--- config.mk ---
export PLATFORM = sky130hd
export DESIGN_NAME = pci_bus_arbiter_flat
export DESIGN_NICKNAME = d
export VERILOG_FILES = /design/src/rtl/pci_arb_pkg.sv /design/src/rtl/pci_bus_arbiter_if.sv /design/src/rtl/pci_rr_picker.sv /design/src/rtl/pci_bus_arbiter.sv /design/src/flat_wrapper.sv
export SDC_FILE = /design/constraint.sdc
export NUM_CORES = 1
export LEC_CHECK = 0
export BUFFER_PORTS_ARGS = -buffer_cell sky130_fd_sc_hd__buf_2
export CORE_MARGIN = 2
export CORE_UTILIZATION = 40
export DETAILED_ROUTE_END_ITERATION = 8
export PLACE_DENSITY = 0.63
export SETUP_SLACK_MARGIN = 0.1
export SYNTH_ARGS = -nofsm -noshare
export SYNTH_HDL_FRONTEND = slang
export SYNTH_HIERARCHICAL = 1
export SYNTH_SLANG_ARGS = --single-unit
--- constraint.sdc ---
create_clock -name clk -period 2.05 [get_ports clk]
set_clock_uncertainty 0.15 [all_clocks]
set_input_delay 0.1025 -clock clk [delete_from_list [all_inputs] [get_ports clk]]
set_output_delay 0.1025 -clock clk [all_outputs]
set_load 0.02 [all_outputs]
--- src/rtl/pci_arb_pkg.sv ---
// ---------------------------------------------------------------------------
// pci_arb_pkg
// Shared types and helpers for the PCI bus arbiter.
//   arb_state_e : arbiter FSM states with fixed encoding
//                 (GAP = all grants high, GRANT = owner granted on idle bus,
//                  BUSY = owner's transaction in flight)
//   idx_width() : width of a master index for a given master count
// ---------------------------------------------------------------------------
package pci_arb_pkg;

    typedef enum logic [1:0] {
        ST_GAP   = 2'd0,
        ST_GRANT = 2'd1,
        ST_BUSY  = 2'd2
    } arb_state_e;

    // Width needed to hold an index 0..n-1 (never less than one bit).
    function automatic int idx_width(input int n);
        return (n > 1) ? $clog2(n) : 1;
    endfunction

endpackage

--- src/rtl/pci_bus_arbiter_if.sv ---
// ---------------------------------------------------------------------------
// pci_bus_arbiter_if
// Arbitration signals shared between the central arbiter and the bus agents.
//   req   : per-master request, active-low (driven by the agents)
//   frame : bus FRAME, active-low (observed by the arbiter)
//   irdy  : bus IRDY, active-low (observed by the arbiter)
//   gnt   : per-master grant, active-low (driven by the arbiter)
// Modports:
//   master : the arbiter side, which controls the grants
//   slave  : the agent side, which requests and drives FRAME/IRDY
// ---------------------------------------------------------------------------
interface pci_bus_arbiter_if #(
    parameter int NUM_MASTERS = 4
);
    logic [NUM_MASTERS-1:0] req;
    logic                   frame;
    logic                   irdy;
    logic [NUM_MASTERS-1:0] gnt;

    modport master (
        input  req,
        input  frame,
        input  irdy,
        output gnt
    );

    modport slave (
        output req,
        output frame,
        output irdy,
        input  gnt
    );
endinterface

--- src/rtl/pci_rr_picker.sv ---
// ---------------------------------------------------------------------------
// pci_rr_picker
// Combinational round-robin search. Starting one past the pointer, walks the
// request vector upward with wrap-around and returns the first requester.
// The pointer's own index is visited last, so the previous winner only wins
// again when nobody else is asking.
//   req    : request vector, active-high
//   ptr    : index of the last winner
//   winner : selected index (equals ptr when nothing is requested)
//   valid  : at least one request present
// ---------------------------------------------------------------------------
module pci_rr_picker
    import pci_arb_pkg::*;
#(
    parameter  int NUM_MASTERS = 4,
    localparam int IDX_W       = idx_width(NUM_MASTERS)
) (
    input  logic [NUM_MASTERS-1:0] req,
    input  logic [IDX_W-1:0]       ptr,
    output logic [IDX_W-1:0]       winner,
    output logic                   valid
);

    always_comb begin
        // NOTE: both outputs get a default before the loop so every path
        // assigns them and no latch is inferred.
        winner = ptr;
        valid  = 1'b0;
        for (int k = 1; k <= NUM_MASTERS; k++) begin
            int idx;
            idx = int'(ptr) + k;
            // Explicit wrap keeps non-power-of-two master counts correct.
            if (idx >= NUM_MASTERS) begin
                idx = idx - NUM_MASTERS;
            end
            if (!valid && req[idx]) begin
                winner = IDX_W'(idx);
                valid  = 1'b1;
            end
        end
    end

endmodule

--- src/rtl/pci_bus_arbiter.sv ---
// ---------------------------------------------------------------------------
// pci_bus_arbiter
// Central PCI arbiter: round-robin grants, hidden arbitration during a
// running transaction, bus parking when nobody requests, and revocation of
// a grant the owner does not use within GNT_TIMEOUT idle-bus clocks.
// Observes FRAME/IRDY only; never drives shared bus lines.
// Ports:
//   clk         : bus clock, rising edge
//   rst         : synchronous reset, active-high
//   bus         : pci_bus_arbiter_if.master (req/frame/irdy in, gnt out)
//   cur_master  : index of the current or most recent grant owner
//   bus_idle    : registered FRAME & IRDY of the previous cycle
//   timeout_evt : one-cycle pulse when a grant is revoked for non-use
// ---------------------------------------------------------------------------
module pci_bus_arbiter
    import pci_arb_pkg::*;
#(
    parameter  int NUM_MASTERS  = 4,
    parameter  int GNT_TIMEOUT  = 16,
    parameter  int PARK_DEFAULT = 0,
    localparam int IDX_W        = idx_width(NUM_MASTERS),
    localparam int TMR_W        = $clog2(GNT_TIMEOUT) + 1
) (
    input  logic              clk,
    input  logic              rst,
    pci_bus_arbiter_if.master bus,
    output logic [IDX_W-1:0]  cur_master,
    output logic              bus_idle,
    output logic              timeout_evt
);

    localparam logic [IDX_W-1:0] PARK_IDX = IDX_W'(PARK_DEFAULT);

    arb_state_e             state;
    logic [IDX_W-1:0]       owner;
    logic [IDX_W-1:0]       rr_ptr;
    logic                   parked;
    logic [TMR_W-1:0]       timer;
    logic                   idle_q;
    logic [NUM_MASTERS-1:0] gnt_q;

    logic [NUM_MASTERS-1:0] req_act;
    logic [NUM_MASTERS-1:0] owner_mask;
    logic [NUM_MASTERS-1:0] pick_mask;
    logic [IDX_W-1:0]       pick_idx;
    logic                   pick_valid;
    logic                   any_req;
    logic                   other_req;
    logic                   owner_req;
    logic                   start_det;
    logic                   bus_idle_now;
    logic                   timer_done;

    assign req_act      = ~bus.req;
    assign owner_mask   = NUM_MASTERS'(1) << owner;
    assign pick_mask    = NUM_MASTERS'(1) << pick_idx;
    assign any_req      = |req_act;
    assign other_req    = |(req_act & ~owner_mask);
    assign owner_req    = req_act[owner];
    assign bus_idle_now = bus.frame & bus.irdy;
    // A transaction starts when FRAME falls on a bus that was idle last cycle.
    assign start_det    = ~bus.frame & idle_q;
    assign timer_done   = (timer == TMR_W'(GNT_TIMEOUT - 1));

    pci_rr_picker #(
        .NUM_MASTERS (NUM_MASTERS)
    ) u_picker (
        .req    (req_act),
        .ptr    (rr_ptr),
        .winner (pick_idx),
        .valid  (pick_valid)
    );

    // NOTE: all state uses non-blocking assignments so every register sees
    // the pre-edge values, independent of statement order in this block.
    always_ff @(posedge clk) begin
        if (rst) begin
            state       <= ST_GAP;
            owner       <= PARK_IDX;
            rr_ptr      <= PARK_IDX;
            parked      <= 1'b1;
            timer       <= '0;
            idle_q      <= 1'b1;
            gnt_q       <= '1;
            timeout_evt <= 1'b0;
        end else begin
            idle_q      <= bus_idle_now;
            timeout_evt <= 1'b0;
            case (state)
                ST_GAP: begin
                    state <= ST_GRANT;
                    timer <= '0;
                    if (pick_valid) begin
                        owner  <= pick_idx;
                        rr_ptr <= pick_idx;
                        parked <= 1'b0;
                        gnt_q  <= ~pick_mask;
                    end else begin
                        // Nobody asking: park the bus on the last owner.
                        parked <= 1'b1;
                        gnt_q  <= ~owner_mask;
                    end
                end

                ST_GRANT: begin
                    if (start_det) begin
                        state <= ST_BUSY;
                    end else if (parked && any_req) begin
                        state <= ST_GAP;
                        gnt_q <= '1;
                    end else if (!parked && !owner_req) begin
                        state <= ST_GAP;
                        gnt_q <= '1;
                    end else if (!parked && idle_q) begin
                        // Unused grant on an idle bus. rr_ptr already holds
                        // the owner, so it becomes lowest priority next pick.
                        if (timer_done) begin
                            state       <= ST_GAP;
                            gnt_q       <= '1;
                            timeout_evt <= 1'b1;
                        end else if (timer != '1) begin
                            timer <= timer + 1'b1;
                        end
                    end
                    // Otherwise the previous master is still finishing:
                    // the timer holds its value.
                end

                ST_BUSY: begin
                    if (other_req) begin
                        // Hidden arbitration: the owner finishes its
                        // transaction without a grant.
                        state <= ST_GAP;
                        gnt_q <= '1;
                    end else if (bus_idle_now) begin
                        state <= ST_GRANT;
                        timer <= '0;
                    end
                end

                default: begin
                    state <= ST_GAP;
                    gnt_q <= '1;
                end
            endcase
        end
    end

    assign bus.gnt    = gnt_q;
    assign cur_master = owner;
    assign bus_idle   = idle_q;

endmodule
--- src/flat_wrapper.sv ---
// flat-port wrapper written by rule: the top's interface ports become plain ports
module pci_bus_arbiter_flat import pci_arb_pkg::*;
#(
    parameter  int NUM_MASTERS  = 4,
    parameter  int GNT_TIMEOUT  = 16,
    parameter  int PARK_DEFAULT = 0,
    localparam int IDX_W        = idx_width(NUM_MASTERS),
    localparam int TMR_W        = $clog2(GNT_TIMEOUT) + 1
)
  (clk, rst, cur_master, bus_idle, timeout_evt, bus_req, bus_frame, bus_irdy, bus_gnt);
  pci_bus_arbiter_if #(.NUM_MASTERS(NUM_MASTERS)) bus_i ();
  input  logic clk;
  input  logic rst;
  output logic [IDX_W-1:0] cur_master;
  output logic bus_idle;
  output logic timeout_evt;
  input wire logic [$bits(bus_i.req)-1:0] bus_req;
  input wire logic [$bits(bus_i.frame)-1:0] bus_frame;
  input wire logic [$bits(bus_i.irdy)-1:0] bus_irdy;
  output wire logic [$bits(bus_i.gnt)-1:0] bus_gnt;
  assign bus_i.req = bus_req;
  assign bus_i.frame = bus_frame;
  assign bus_i.irdy = bus_irdy;
  assign bus_gnt = bus_i.gnt;
  pci_bus_arbiter #(.NUM_MASTERS(NUM_MASTERS), .GNT_TIMEOUT(GNT_TIMEOUT), .PARK_DEFAULT(PARK_DEFAULT)) u_core (.clk(clk), .rst(rst), .bus(bus_i), .cur_master(cur_master), .bus_idle(bus_idle), .timeout_evt(timeout_evt));
endmodule
==> results of run 1 <==
==> through the flow <==
stage	total power, mW	hold WS (ns)	TNS, ns	setup slack [ns]
floorplan	0.509	0.0814	0	0.0833
global placement	0.565	0.219	0	0.0531
detailed placement	0.571	0.219	-0.0273	-0.0273
CTS	0.792	0.00677	0	0.0221
global route	0.823	0.0351	-0.115	-0.0484
finish	0.780	0.0222	0	0.0630
==> how the worst max path moves through the flow <==
| stage | to | slack [ns] | start | depth (start not counted) |
|---|---|---|---|---|
| floorplan | u_core/timer[4] | 0.08 | u_core/timer[0] | 7 |
| global placement | u_core/timer[2] | 0.05 | u_core/timer[0] | 7 |
| detailed placement | u_core/timer[2] | -0.03 | u_core/timer[0] | 7 |
| CTS | u_core/timer[2] | 0.02 | u_core/timer[0] | 7 |
| global route | u_core/timer[3] | -0.05 | u_core/timer[0] | 7 |
| finish | u_core/timer[3] | 0.06 | u_core/timer[0] | 7 |
==> logic make-up after synthesis <==
kind of cell,count (synthesis)
DFF,16
muxes,6
buffers and inverters,19
and+or+nand+nor,63
AOI/OAI and AO/OA,38
adders and majority gates,4
==> layer usage <==
metal / part of all wire / global-route usage
met5: 0 / 0
met4: 0.0057 / 0.0199
met3: 0.044 / 0.0340
met2: 0.50 / 0.304
met1: 0.45 / 0.224
==> final cells by class <==
type                    count  area (µm²)  area share
well taps                  31        38.8      0.0279
clock buffers               4        36.3      0.0261
repair buffers             25         155       0.111
flip-flops and latches     16         328       0.235
multi-input cells         111         793       0.570
inverters                  11        41.3      0.0296
==> power by group <==
part	switching (mW)	internal [mW]	leakage [nW]
combinational	0.126	0.0923	0.389
sequential	0.0236	0.328	0.133
clock	0.102	0.108	0.0210
==> synth_stat cells, drive strengths merged <==
library cell | instances | area, µm²
o21bai | 4 | 30.0
nor2b | 5 | 31.3
and3b | 1 | 8.76
a221o | 1 | 10.0
nand3b | 2 | 15.0
o32ai | 3 | 26.3
or3 | 1 | 6.26
a21o | 1 | 7.51
o22ai | 1 | 6.26
and3 | 1 | 6.26
and4 | 1 | 8.76
nor2 | 10 | 37.5
nor3 | 10 | 50.1
nor4b | 1 | 15.0
a22o | 1 | 8.76
o21ba | 1 | 10.0
mux2 | 1 | 11.3
o31ai | 1 | 7.51
nand2 | 10 | 37.5
buf | 4 | 26.3
clkbuf | 4 | 15.0
a31oi | 6 | 37.5
or2 | 1 | 6.26
mux2i | 5 | 50.1
a2bb2oi | 1 | 8.76
a22oi | 1 | 7.51
o21ai | 4 | 20.0
or4 | 1 | 7.51
dfxtp | 16 | 320
nor4 | 2 | 18.8
nand4b | 2 | 17.5
ha | 4 | 50.1
nand3 | 5 | 25.0
a21oi | 13 | 68.8
nand2b | 7 | 43.8
inv | 11 | 41.3
nor3b | 3 | 22.5
==> state kept, by name (all words and copies together) (netlist names) <==
name / cells
u_core/timeout_evt: 1
u_core/state: 2
u_core/parked: 1
u_core/rr_ptr: 2
u_core/bus.gnt: 4
u_core/bus_idle: 1
u_core/timer: 5
==> worst max-delay path: cells and delay by family (launching register included) <==
family	cells	cell delay (ns)
simple gates	3	0.73
fa+ha+maj	2	0.32
flops	1	0.36
compound gates	2	0.35
==> timing repair <==
| item | in CTS | in global routing |
|---|---|---|
| hold buffers | 2 | 0 |
| setup endpoints to repair | 4 | 10 |
| endpoints found under the hold margin | 1 | 0 |
| resized for setup | 4 | 3 |
| pin swaps | 5 | 5 |
| buffers inserted | 2 | 0 |
==> out/qor.yml, run 1 <==
fp.dieArea_um2: 3240
cpMostUsedCell: "ha_4"
critPathMaxStageDelay_ns: 0.40
start_util: 0.414
dr.pass1.iters: 4
drc: 0
final_area_um2: 1390
num_antenna_cells: 0
peakVddDrop_mv: 0.457
coreArea_um2: 2710
yosysWarnings: 6
critPathCaptureType: "flip-flop"
avgSynthCellArea_um2: 7.68
antenna_left: 0
tightest_slew_ns: 0.416
synth_top_family_by_area: "simple AND/OR/NAND/NOR gates"
hp-class: "input port to flip-flop"
synthCells: 146
synth-compound-area-share: 0.222
yosys_register_bits: 16
hold_path_end: "u_core/state[0]"
r2r_setup_slack_ns: 0.06
hold_violations: 0
routed_via_density: 5.76
synth_xor_area_frac: 0
p_leak_nw: 0.543
crit_path_top_delay_cell: "or3_4"
fmax_mhz: 503
n_fill_cell: 275
post-route-min-period_ns: 1.99
rr_startpoint: "u_core/timer[0]"
chipHeight_um: 56.9
clockRootBuffer: "clkbuf_4"
portBuffers: 15
nNetsFinal: 180
rsz0062_at_grt: "true"
drt_iter0_markers: 42
yosysSeqAreaShare: 0.286
crit_fanout: 3
hp-start: "rst"
cts_max_level: 1
cp.required_ns: 2.10
area_growth_pct: 24.2
drv_slew: 0
grt_pass1_wl_mm: 4.50
crit_arrival_ns: 2.04
synthAdderAreaFrac: 0.0446
utilization: 0.514
syn_area_um2: 1120
r2r-end: "u_core/timer[3]"
path_clk_slew_ns: 0.10
final_cells: 198
vias: 1141
grt_pass1_vias: 1061
clk_path_buf_depth: 2
cts_tree: "yes"
fp-row-count: 19
worst_slew_margin_rel: 0.722
placed_area_um2: 1300
cts_inserted_buffers: 3
gp_congestion: 0.778
mostFrequentLayoutCells: "buf_2 (15), a21oi_1 (12), dfxtp_1 (12)"
r2r_cells: 7
antenna_found_initial: 0
yosys.cell_types.count: 40
dp.cells: 191
synth_simple_gate_area_share: 0.319
fin_crit_sh: 0.969
drv_cap: 0
overflow: 0
wl_per_cell_um: 14.2
die_w_um: 56.9
synth.area.mux_share: 0.0547
power_density_nw_per_um2: 560
path_cells: "ha_4 -> and3_4 -> ha_4 -> or3_4 -> nor3_2 -> a22oi_1 -> o32ai_1"
outcome: "finished, final reports clean"
drt-total-wl_mm: 2.81
place_hpwl_mm: 2.02
grt_max_degree: 20
drive_gt1_frac: 0.263
synth_fp_nets: 158
clk-insertion-delay-late_ns: 0.29
numClockSinks: 16
setup_viol: 0
cp-start-kind: "flip-flop"
critPathKind: "flip-flop to flip-flop"
track_usage: 0.172
io_pins: 16
mostFrequentLayoutCell: "buf_2"
hold_path_depth: 2
Power figures use the tool's default switching activity.
==> run 2: changes to the inputs <==
--- a/config.mk
+++ b/config.mk
@@ -8,6 +8,7 @@
 export BUFFER_PORTS_ARGS = -buffer_cell sky130_fd_sc_hd__buf_2
 export CORE_MARGIN = 2
 export CORE_UTILIZATION = 40
+export CTS_BUF_LIST = sky130_fd_sc_hd__clkbuf_8
 export DETAILED_ROUTE_END_ITERATION = 8
 export PLACE_DENSITY = 0.63
 export SETUP_SLACK_MARGIN = 0.1
@@ -15,3 +16,4 @@
 export SYNTH_HDL_FRONTEND = slang
 export SYNTH_HIERARCHICAL = 1
 export SYNTH_SLANG_ARGS = --single-unit
+export TNS_END_PERCENT = 1
==> run 2 against run 1 <==
  * Cell count is 0.51% lower
  * Maximum frequency is 0.79% higher
  * Largest cell class unchanged
  * Setup slack better by 0.015 ns
  * First-iteration DRC count is 26% lower
==> out/qor.yml, run 2 (synthesized netlist as in run 1, its figures left out) <==
outcome: "finished, final reports clean"
grt_max_degree: 20
antenna_found_initial: 0
overflow: 0
clk_path_buf_depth: 2
wl_per_cell_um: 13.5
p_total_mw: 0.806
rsz0062_at_grt: "true"
chipHeight_um: 56.9
peakVddDrop_mv: 0.374
die_w_um: 56.9
fp-row-count: 19
routed_via_density: 5.65
hp-start: "bus_frame"
crit_arrival_ns: 1.99
postLayoutSetupSlackWorst_ns: 0.0785
dp.cells: 190
path_clk_slew_ns: 0.07
hold_path_depth: 3
gp_congestion: 0.743
fmax_mhz: 507
power_density_nw_per_um2: 576
fp.dieArea_um2: 3240
drc: 0
antenna_left: 0
start_util: 0.414
numClockSinks: 16
area_growth_pct: 24.8
crit_fanout: 3
grt_pass1_wl_mm: 4.57
largest_reg_flops: 5
hold_path_end: "u_core/bus_idle"
critPathKind: "flip-flop to flip-flop"
cts_max_level: 1
track_usage: 0.176
fin_crit_sh: 0.962
cts_inserted_buffers: 3
dr.pass1.iters: 4
mostFrequentLayoutCells: "buf_2 (15), dfxtp_1 (13), a21oi_1 (12)"
mostFrequentLayoutCell: "buf_2"
place_hpwl_mm: 1.87
post-route-min-period_ns: 1.97
holdWs_ns: 0.0230
rr_startpoint: "u_core/timer[1]"
regMostFlops: "u_core/timer"
utilization: 0.516
drive_gt1_frac: 0.265
grt_pass1_vias: 1034
cp.required_ns: 2.07
hold_violations: 0
setup_viol: 0
nNetsFinal: 180
r2r_setup_slack_ns: 0.08
drv_slew: 0
tightest_slew_ns: 0.434
vias: 1113
r2r-end: "u_core/timer[3]"
drt_iter0_markers: 31
n_fill_cell: 261
drt-total-wl_mm: 2.67
cts_tree: "yes"
cp-start-kind: "flip-flop"
clockRootBuffer: "clkbuf_8"
final_cells: 197
dpl_worst_slack_ns: 0.0230
portBuffers: 15
p_leak_nw: 0.547
io_pins: 16
clk-insertion-delay-late_ns: 0.25
num_antenna_cells: 0
hp-class: "input port to flip-flop"
coreArea_um2: 2710
worst_slew_margin_rel: 0.710
r2r_cells: 7
drv_cap: 0
critPathCaptureType: "flip-flop"
==> run 2: metal layers <==
| layer | track usage | vias to the layer above | wire (µm) |
|---|---|---|---|
| li1 | - | 570 | - |
| met1 | 0.238 | 514 | 1320 |
| met2 | 0.279 | 27 | 1220 |
| met3 | 0.0454 | 2 | 109 |
| met4 | 0.0465 | 0 | 19 |
| met5 | 0 | - | 0 |
==> run 2: worst max path at each step <==
stage,start,endpoint,slack (ns)
2_1_floorplan,u_core/timer[0],u_core/timer[4],0.08
3_3_place_gp,u_core/timer[1],u_core/timer[2],0.04
3_5_place_dp,u_core/timer[1],u_core/timer[2],0.02
4_1_cts,u_core/timer[0],u_core/timer[4],0.09
5_1_grt,u_core/timer[1],u_core/timer[1],-0.02
6_report,u_core/timer[1],u_core/timer[3],0.08
==> run 2: layout make-up <==
class / count / area, µm² / share of cell area
clock buffers: 3 / 41.3 / 0.0295
inverters: 11 / 41.3 / 0.0295
multi-input cells: 111 / 801 / 0.572
flip-flops and latches: 16 / 324 / 0.232
well taps: 31 / 38.8 / 0.0277
repair buffers: 25 / 153 / 0.109
==> run 2: power breakdown <==
group / switching [mW] / total [mW] / internal [mW]
Sequential: 0.0278 / 0.357 / 0.330
Clock: 0.106 / 0.236 / 0.130
Combinational: 0.122 / 0.212 / 0.0905
==> run 2: critical path, stage by stage, from the launching register on <==
cell     delay (ns)
dfxtp_2        0.34
ha_4           0.16
and3_4         0.20
ha_4           0.17
or3_4          0.39
nor3_2         0.13
a22oi_1        0.11
o32ai_2        0.25
==> run 2: timing repair <==
item / CTS / global route
hold buffers: 1 / 0
hold endpoints to repair: 1 / 0
pin swaps: 5 / 8
endpoints found under the setup margin: 3 / 8
setup buffers: 2 / 1
resized for setup: 4 / 3
==> run 2: through the flow <==
| step | cell area [µm²] | setup TNS (ns) |
|---|---|---|
| 2_1_floorplan | 1170 | 0 |
| 3_3_place_gp | 1280 | 0 |
| 3_5_place_dp | 1280 | 0 |
| 4_1_cts | 1370 | 0 |
| 5_1_grt | 1400 | -0.0575 |
| 6_report | 1400 | 0 |
==> run 3: changes to the inputs <==
--- a/config.mk
+++ b/config.mk
@@ -11,6 +11,7 @@
 export CTS_BUF_LIST = sky130_fd_sc_hd__clkbuf_8
 export DETAILED_ROUTE_END_ITERATION = 8
 export PLACE_DENSITY = 0.63
+export REMOVE_ABC_BUFFERS = 1
 export SETUP_SLACK_MARGIN = 0.1
 export SYNTH_ARGS = -nofsm -noshare
 export SYNTH_HDL_FRONTEND = slang
==> run 3 against run 2 <==
  * Critical path depth unchanged
  * Register-to-register slack about the same
  * Setup slack worse by 0.0055 ns
  * Non-clock buffer count up 6
  * Wire length up 12%
  * Sequential power about the same
  * Clock power up 20%
  * Sequential share of layout area down 0.83 points
  * Critical endpoint unchanged
  * Highest routed layer unchanged
==> out/qor.yml, run 3 (synthesized netlist as in run 1, its figures left out) <==
place_hpwl_mm: 1.91
netSwitchingFraction: 0.309
num_antenna_cells: 0
n_fill_cell: 254
clockRootBuffer: "clkbuf_8"
antenna_left: 0
cts_tree: "yes"
wl_per_cell_um: 14.6
crit_arrival_ns: 1.99
fp.dieArea_um2: 3240
cts_max_level: 1
gp_congestion: 0.814
fmax_mhz: 506
post-route-min-period_ns: 1.98
clk-insertion-delay-late_ns: 0.25
tightest_slew_ns: 0.462
postLayoutSetupSlackWorst_ns: 0.0729
crit_fanout: 3
p_leak_nw: 0.589
hold_violations: 0
grt_max_degree: 20
multi_input_area_um2: 798
worst_slew_margin_rel: 0.689
mostFrequentLayoutCells: "buf_2 (15), buf_4 (15), a21oi_1 (12), dfxtp_1 (12), inv_1 (11)"
clock_power_share: 0.329
clk_path_buf_depth: 2
nNetsFinal: 186
regArea_um2: 325
outcome: "finished, final reports clean"
drv_cap: 0
rr_startpoint: "u_core/timer[1]"
critPathKind: "flip-flop to flip-flop"
combinationalPowerShare: 0.258
dr.pass1.iters: 4
rsz0062_at_grt: "true"
r2r_setup_slack_ns: 0.07
drc: 0
drt-total-wl_mm: 2.99
final_cells: 204
p_int_mw: 0.595
setup_viol: 0
vias: 1176
io_pins: 16
drv_slew: 0
hp-start: "bus_frame"
critPathCaptureType: "flip-flop"
cts_inserted_buffers: 3
portBuffers: 15
track_usage: 0.194
grt_pass1_vias: 1115
chipHeight_um: 56.9
numClockSinks: 16
routed_via_density: 5.76
power_density_nw_per_um2: 591
regMostFlops: "u_core/timer"
switching_power_mw: 0.266
p_seq_frac: 0.413
overflow: 0
die_w_um: 56.9
r2r-end: "u_core/timer[3]"
antenna_found_initial: 0
dpl_worst_slack_ns: -0.169
fp-row-count: 19
cp.required_ns: 2.06
drive_gt1_frac: 0.295
fin_crit_sh: 0.964
hold_path_end: "u_core/bus_idle"
drt_iter0_markers: 53
r2r_cells: 7
peakVddDrop_mv: 0.411
cp-start-kind: "flip-flop"
grt_pass1_wl_mm: 4.93
area_growth_pct: 29.9
hold_path_depth: 3
start_util: 0.414
hp-class: "input port to flip-flop"
largest_reg_flops: 5
path_clk_slew_ns: 0.07
dp.cells: 194
coreArea_um2: 2710
==> run 3: cell types whose count changed in the layout (fill, tap and decap cells not counted), sizes merged <==
cell	change
buf	+6
clkbuf	+1
==> run 3: metrics by stage <==
step / setup TNS [ns] / hold WS (ns) / util / power (mW) / area [µm²]
global placement: -0.174 / 0.234 / 0.468 / 0.560 / 1270
detailed placement: -0.396 / 0.231 / 0.468 / 0.565 / 1270
floorplan: -0.169 / 0.0216 / - / 0.491 / 1080
CTS: 0 / 0.00730 / 0.527 / 0.870 / 1430
finish: 0 / 0.0182 / 0.537 / 0.861 / 1460
global route: -0.0539 / 0.0490 / 0.537 / 0.915 / 1460
==> run 3: layout make-up <==
class | instances | share of cell area
inverter | 11 | 0.0284
sequential | 16 | 0.223
multi-input combinational | 111 | 0.548
clock buffer | 4 | 0.0378
tap | 31 | 0.0266
timing repair buffer | 31 | 0.136
==> run 3: critical path, cell delays in order, from the launching register on <==
cell and delay, ns:
dfxtp_2 0.33, ha_4 0.15, and3_4 0.16, ha_4 0.18
or3_4 0.40, nor3_1 0.14, a22oi_1 0.13, o32ai_2 0.24
==> run 3: what timing repair did <==
item	4_1_cts	5_1_grt
resized for setup	14	4
hold buffers	1	0
pin swaps	7	4
setup endpoints to repair	6	10
buffers inserted	4	1
hold endpoints to repair	1	0
==> run 3: how the worst max path moves through the flow <==
stage | depth (start not counted) | to | startpoint | slack, ns
floorplan | 7 | u_core/timer[4] | u_core/timer[0] | -0.17
global placement | 7 | u_core/timer[4] | u_core/timer[0] | -0.12
detailed placement | 7 | u_core/timer[4] | u_core/timer[0] | -0.17
CTS | 7 | u_core/timer[2] | u_core/timer[0] | 0.09
global route | 7 | u_core/timer[3] | u_core/timer[1] | -0.05
finish | 7 | u_core/timer[3] | u_core/timer[1] | 0.07
==> run 3: power by group through the flow <==
stage          Clock (mW)  Combinational, mW  Sequential, mW
3_3_place_gp            0              0.201           0.359
5_1_grt             0.313              0.244           0.359
2_1_floorplan           0              0.111           0.381
4_1_cts             0.301              0.214           0.354
3_5_place_dp            0              0.205           0.360
6_report            0.284              0.222           0.356
==> run 3: per-layer routing <==
metal,part of all wire,GRT usage,routed length (µm),vias to the layer above
met5,0,0,0,-
met2,0.49,0.325,1450,43
li1,-,-,-,582
met1,0.44,0.239,1330,543
met4,0.015,0.0698,46,0
met3,0.054,0.0522,160,8
